<file path="src/rtl/palette_pkg.sv">
// Shared types and constants for the palette controller.
package palette_pkg;

  localparam int unsigned NUM_ENTRIES = 16;
  localparam int unsigned IDX_W       = $clog2(NUM_ENTRIES);
  localparam int unsigned CH_W        = 8;
  localparam int unsigned RGB_W       = 3 * CH_W;

  typedef struct packed {
    logic [CH_W-1:0] r;
    logic [CH_W-1:0] g;
    logic [CH_W-1:0] b;
  } rgb_t;

  typedef logic [IDX_W-1:0] pal_idx_t;

  typedef enum logic [1:0] {
    IDLE  = 2'd0,
    ARMED = 2'd1,
    COPY  = 2'd2,
    DONE  = 2'd3
  } state_e;

  localparam pal_idx_t LAST_IDX = IDX_W'(NUM_ENTRIES - 1);

  // Listed from entry 15 down to entry 0 (packed array, MSB first).
  localparam rgb_t [NUM_ENTRIES-1:0] DEFAULT_PALETTE = {
    24'h40E0D0, 24'h40E0D0, 24'h40E0D0, 24'h40E0D0, // 15..12
    24'h40E0D0, 24'h84F8B8, 24'h949494, 24'h2BD9CC, // 11..8
    24'hA61814, 24'h0160C5, 24'h00699F, 24'h00CFDF, // 7..4
    24'hDDC06B, 24'hF8F8F8, 24'h161616, 24'h40E0D0  // 3..0
  };

endpackage

</file>
<file path="src/rtl/palette_regfile.sv">
// Shadow and active palette banks: one shadow write port, per-index
// shadow->active copy path, async read of active, reset to defaults.
module palette_regfile
  import palette_pkg::*;
(
  input  logic     clk,
  input  logic     rst_n,
  input  logic     wr_en,
  input  pal_idx_t wr_idx,
  input  rgb_t     wr_data,
  input  logic     cp_en,
  input  pal_idx_t cp_idx,
  input  pal_idx_t rd_idx,
  output rgb_t     rd_data_c
);

  rgb_t [NUM_ENTRIES-1:0] shadow_q, shadow_d;
  rgb_t [NUM_ENTRIES-1:0] active_q, active_d;

  // Next bank contents: shadow takes host writes, active takes one copied entry.
  always_comb begin
    shadow_d = shadow_q;
    active_d = active_q;
    if (wr_en) shadow_d[wr_idx] = wr_data;
    if (cp_en) active_d[cp_idx] = shadow_q[cp_idx];
  end

  // Bank registers, both restored to the default palette on reset.
  always_ff @(posedge clk) begin
    if (!rst_n) begin
      shadow_q <= DEFAULT_PALETTE;
      active_q <= DEFAULT_PALETTE;
    end else begin
      shadow_q <= shadow_d;
      active_q <= active_d;
    end
  end

  assign rd_data_c = active_q[rd_idx];

endmodule

</file>
<file path="src/rtl/palette_ctrl.sv">
// Palette controller: shadow writes, vblank-synchronised commit to the active
// palette, and a registered 1-cycle index->RGB lookup.
// Optional: define PALETTE_FADE_EN to add fade_lvl (per-channel right shift).
module palette_ctrl
  import palette_pkg::*;
(
  input  logic              Clk,
  input  logic              Reset_n,
  input  logic              vblank,
  input  logic              wr_valid,
  output logic              wr_ready,
  input  logic [IDX_W-1:0]  wr_idx,
  input  logic [RGB_W-1:0]  wr_rgb,
  input  logic              commit_req,
  output logic              commit_pending,
  output logic              commit_done,
  input  logic              pix_valid,
  input  logic [IDX_W-1:0]  sprite_data,
`ifdef PALETTE_FADE_EN
  input  logic [1:0]        fade_lvl,
`endif
  output logic              rgb_valid,
  output logic [CH_W-1:0]   VGA_R,
  output logic [CH_W-1:0]   VGA_G,
  output logic [CH_W-1:0]   VGA_B
);

  state_e   state_q, state_d;
  pal_idx_t cnt_q, cnt_d;
  logic     rearm_q, rearm_d;
  logic     vb_q, vb_d;
  logic     vb_rise;
  logic     wr_ready_q, wr_ready_d;
  logic     commit_pending_q, commit_pending_d;
  logic     commit_done_q, commit_done_d;
  logic     rgb_valid_q, rgb_valid_d;
  rgb_t     rgb_q, rgb_d;
  rgb_t     pal_rd_c;
  rgb_t     lut_c;
  logic     wr_en;
  logic     cp_en;

  palette_regfile u_regfile (
    .clk       (Clk),
    .rst_n     (Reset_n),
    .wr_en     (wr_en),
    .wr_idx    (pal_idx_t'(wr_idx)),
    .wr_data   (rgb_t'(wr_rgb)),
    .cp_en     (cp_en),
    .cp_idx    (cnt_q),
    .rd_idx    (pal_idx_t'(sprite_data)),
    .rd_data_c (pal_rd_c)
  );

  // State register.
  always_ff @(posedge Clk) begin
    if (!Reset_n) state_q <= IDLE;
    else          state_q <= state_d;
  end

  // Next-state logic; the commit waits in ARMED for the vblank rising edge.
  always_comb begin
    state_d = state_q;
    case (state_q)
      IDLE:    if (commit_req) state_d = ARMED;
      ARMED:   if (vb_rise) state_d = COPY;
      COPY:    if (cnt_q == LAST_IDX) state_d = DONE;
      DONE:    state_d = (rearm_q || commit_req) ? ARMED : IDLE;
      default: state_d = IDLE;
    endcase
  end

  // Output decode from the next state so the status outputs come straight off flops.
  always_comb begin
    wr_ready_d       = (state_d != COPY);
    commit_pending_d = (state_d != IDLE);
    commit_done_d    = (state_d == DONE);
  end

  // Copy counter, re-arm flag, vblank edge detect and shadow/copy strobes.
  always_comb begin
    vb_d    = vblank;
    vb_rise = vblank & ~vb_q;
    wr_en   = wr_valid & wr_ready_q;
    cp_en   = (state_q == COPY);
    cnt_d   = cnt_q;
    if (state_q == ARMED && vb_rise) cnt_d = '0;
    else if (state_q == COPY)        cnt_d = cnt_q + IDX_W'(1);
    rearm_d = rearm_q;
    if (commit_req && (state_q == COPY || state_q == DONE)) rearm_d = 1'b1;
    if (state_d == ARMED) rearm_d = 1'b0;
  end

  // Lookup stage: palette read (optionally faded); colour holds when no pixel.
  always_comb begin
    lut_c = pal_rd_c;
`ifdef PALETTE_FADE_EN
    lut_c.r = pal_rd_c.r >> fade_lvl;
    lut_c.g = pal_rd_c.g >> fade_lvl;
    lut_c.b = pal_rd_c.b >> fade_lvl;
`endif
    rgb_valid_d = pix_valid;
    rgb_d       = pix_valid ? lut_c : rgb_q;
  end

  // Control and output registers; vb_q resets high to avoid a false rise.
  always_ff @(posedge Clk) begin
    if (!Reset_n) begin
      cnt_q            <= '0;
      rearm_q          <= 1'b0;
      vb_q             <= 1'b1;
      wr_ready_q       <= 1'b1;
      commit_pending_q <= 1'b0;
      commit_done_q    <= 1'b0;
      rgb_valid_q      <= 1'b0;
      rgb_q            <= '0;
    end else begin
      cnt_q            <= cnt_d;
      rearm_q          <= rearm_d;
      vb_q             <= vb_d;
      wr_ready_q       <= wr_ready_d;
      commit_pending_q <= commit_pending_d;
      commit_done_q    <= commit_done_d;
      rgb_valid_q      <= rgb_valid_d;
      rgb_q            <= rgb_d;
    end
  end

  assign wr_ready       = wr_ready_q;
  assign commit_pending = commit_pending_q;
  assign commit_done    = commit_done_q;
  assign rgb_valid      = rgb_valid_q;
  assign VGA_R          = rgb_q.r;
  assign VGA_G          = rgb_q.g;
  assign VGA_B          = rgb_q.b;

endmodule

</file>
<file path="config.mk">
export PLATFORM = sky130hd
export DESIGN_NAME = palette_ctrl
export DESIGN_NICKNAME = d
export VERILOG_FILES = /design/src/rtl/palette_pkg.sv /design/src/rtl/palette_regfile.sv /design/src/rtl/palette_ctrl.sv
export SDC_FILE = /design/constraint.sdc
export NUM_CORES = 2
export LEC_CHECK = 0
export BUFFER_PORTS_ARGS = -buffer_cell sky130_fd_sc_hd__buf_2
export CORE_MARGIN = 10
export CORE_UTILIZATION = 40
export CTS_CLUSTER_SIZE = 8
export DETAILED_ROUTE_END_ITERATION = 12
export PLACE_DENSITY_LB_ADDON = 0.15
export REMOVE_ABC_BUFFERS = 1
export SLEW_MARGIN = 10
export SYNTH_ARGS = -nofsm -noshare
export SYNTH_HDL_FRONTEND = slang
export SYNTH_SLANG_ARGS = --single-unit
export TNS_END_PERCENT = 50
</file>
<file path="constraint.sdc">
create_clock -name Clk -period 3.35 [get_ports Clk]
set_input_delay 0.67 -clock Clk [delete_from_list [all_inputs] [get_ports Clk]]
set_output_delay 0.67 -clock Clk [all_outputs]
set_load 0.01 [all_outputs]
</file>
==> summary.txt <==
clk buf depth -> 3
Hold Violations, Final -> 0
port bufs -> 65
final period utilization -> 73.0%
Pre-Repair DR Iteration Count -> 5
largest net degree at the start of global routing -> 245
CTS H-Tree Depth -> 3
clk sink count -> 804
vias in the first global route -> 25100
initial antenna violation count -> 1
Finished Cell Area -> 37300 sq um
Synth Warn # -> 0
fin crit period -> 2440 ps
Setup crit start -> cnt_q[1]$_SDFFE_PP0P_
RR Startpoint -> cnt_q[1]$_SDFFE_PP0P_
commonest non-fill, non-tap cell in the layout -> nand2_1
Sw Ratio -> 23.4%
post-synth top area cell -> dfxtp_1
PwrDens -> 556 nW/um^2
Die Area -> 95000 sq um
Finished Core Util -> 45.4%
Max VDD drop -> 359 uV
row cnt -> 105
Final #Nets -> 3629
Synth Area in Compound Gates -> 13.6%
Avg Vias per Cell -> 5.64
Num CTS Buffers -> 110
Wirelength per Cell -> 24.7 um
Die W -> 308 um
Net Switching -> 4.86 mW
fin. max-slew vios -> 0
Startpoint Class -> flip-flop
gpl congestion -> 0.851
Final setup viols -> 0
Die H -> 308 um
Int Power -> 15.9 mW
top cells by area, synth -> dfxtp_1, nand2_1, mux4_2
CTS root buffer -> clkbuf_16
Post-Syn Area per Cell -> 9.16 sq um
clk_lat worst skew -> 660 ps
# DRC -> 0
relative slew slack -> 20.7%
adder-cell area share of the yosys netlist -> 0.151%
Worst-Margin Slew -> 1190 ps
Post-DP Area -> 34500 sq um
mapped cell area -> 33200 sq um
Tightest Hold Check Type -> primary input to flip-flop
FILL cells -> 7933
largest family of logic cells by synthesized area -> simple AND/OR/NAND/NOR gates
post-route setup TNS -> 0 ps
area grow syn2layout -> 12.4%
Top Ports -> 66
CP max FO -> 23
overall routing resource usage -> 23.6%
Worst Setup Slack post-DPL -> 934 ps
RSZ-0062 raised after global routing -> no
mux cell area share after synthesis -> 12.3%
hpwl dp -> 74500 um
post-cts sizing count -> 0
P_leak -> 14.9 nW
Routed Antenna Nets -> 0
TritonCTS clock tree -> yes
Via Count -> 26300
sequential-to-total area share from yosys stat -> 48.4%
skew final -> 19.0 ps
area of the multi-input gates -> 15800 sq um
Hold Crit Start -> vblank
critical path required time -> 3890 ps
placed insts -> 4545
clock slew at reported path FFs -> 50 ps
MaxCap Viol Count -> 0
CP endpoint kind -> flip-flop
Register Area -> 16100 sq um
total grt overflow -> 0
cts-stage hold buffer count -> 0
Finished Layout Cells -> 4665
share of the synthesized area in the top cell type -> 48.4%
WP data arrival -> 2990 ps
first-pass GRT wire length -> 170000 um
final worst slack -> 905 ps
Cells after Synth -> 3628
Post-CTS Setup Inserts -> 0
xor/xnor share of the synthesized area -> 0.0791%
Gate power share -> 5.5%
f_max -> 0.409 GHz
final wirelength -> 115000 um
drt initial violations -> 2611
status -> complete, no violations
Synth Register Bits -> 804
Distinct cells, synth -> 50
WS Path Type -> flip-flop to flip-flop
Initial Utilization -> 40.4%
commonest cells after routing, fill and taps aside -> nand2_1, dfxtp_1, nand3_1, a22o_1, a21boi_0
Core Area -> 82200 sq um
sequential power share -> 47.0%
ratio of cells with drive above 1 in the final layout -> 12.0%
power share of the clock group -> 47.5%
simple-gate share of the synthesized area -> 21.1%
## power by group through the flow
stage | Sequential (mW) | Combinational (mW) | Clock, mW
after floorplan | 9.94 | 0.465 | 0
after global placement | 9.94 | 1.14 | 0
after detailed placement | 9.94 | 1.14 | 0
after CTS | 9.75 | 1.14 | 10.0
after global routing | 9.75 | 1.21 | 10.4
final | 9.76 | 1.14 | 9.88
## final timing paths
path | to | slack [ps] | cells past startpoint
hold reg to reg | u_regfile.shadow_q[43]$_SDFFE_PN0P_ | 450 | 2
setup / recovery | u_regfile.active_q[329]$_SDFFE_PN0P_ | 910 | 6
setup reg to reg | u_regfile.active_q[329]$_SDFFE_PN0P_ | 910 | 6
hold / removal | vb_q$_SDFF_PN1_ | 220 | 2
## worst max-delay path: stages, from the launching register on
cell      delay, ps
dfxtp_4         460
inv_1           140
ha_1            420
nand3b_1        320
or2_1           420
and2_4          300
a22o_1          260
## routing by layer
metal | vias to the layer above | global-route usage, % | wire [um]
met2 | 867 | 36.8 | 52000
met1 | 12900 | 33.7 | 53200
met5 | - | 0 | 0
met4 | 0 | 6.84 | 3110
li1 | 12400 | - | -
met3 | 154 | 3.26 | 7080
## state kept, by name, indices dropped and copies added, names as in the netlist
name and count:
state_q 2, vb_q 1, u_regfile.shadow_q 384, VGA_R 8, VGA_G 8, commit_done 1
wr_ready 1, commit_pending 1, VGA_B 8, cnt_q 4, rearm_q 1, rgb_valid 1
u_regfile.active_q 384
## through the flow
| stage | total power [mW] | hold WS (ps) |
|---|---|---|
| 3_3_place_gp | 11.1 | 433 |
| 4_1_cts | 20.9 | 195 |
| 3_5_place_dp | 11.1 | 436 |
| 2_1_floorplan | 10.4 | 432 |
| 5_1_grt | 21.4 | 206 |
| 6_report | 20.8 | 220 |
## cells in the mapped netlist, drive strengths merged
cell and count:
mux4 96, xor2 2, nand3 393, and4b 2
nand2b 6, ha 4, or2 5, and2 18
o21a 2, and2b 3, nor4bb 1, nor2b 6
nor2 57, a22oi 72, and4bb 1, and4 1
mux2i 192, inv 3, nor3 4, dfxtp 804
nand4bb 1, nand4 2, a22o 234, nand3b 4
a21o 1, o31ai 1, buf 102, xnor2 1
a21boi 234, nand4b 2, o21ai 2, clkbuf 213
a21oi 27, nand2 1131, o211a 1
## logic make-up after synthesis
| family | Yosys count |
|---|---|
| AND/OR/NAND/NOR | 1637 |
| XOR/XNOR | 3 |
| flip-flops | 804 |
| AO/OA/AOI/OAI | 574 |
| buffers and inverters | 318 |
| multiplexers | 288 |
| adder cells (fa/ha/maj) | 4 |
## cell type report
| type | instances | area share, % |
|---|---|---|
| Antenna cell | 1 | 0.00670 |
| Clock buffer | 116 | 7.63 |
| Clock inverter | 3 | 0.111 |
| Inverter | 3 | 0.0301 |
| Multi-Input combinational cell | 2506 | 42.3 |
| Sequential cell | 804 | 43.1 |
| Tap cell | 1070 | 3.58 |
| Timing Repair Buffer | 162 | 3.24 |
Note: power is estimated with default switching activity, not from simulation.
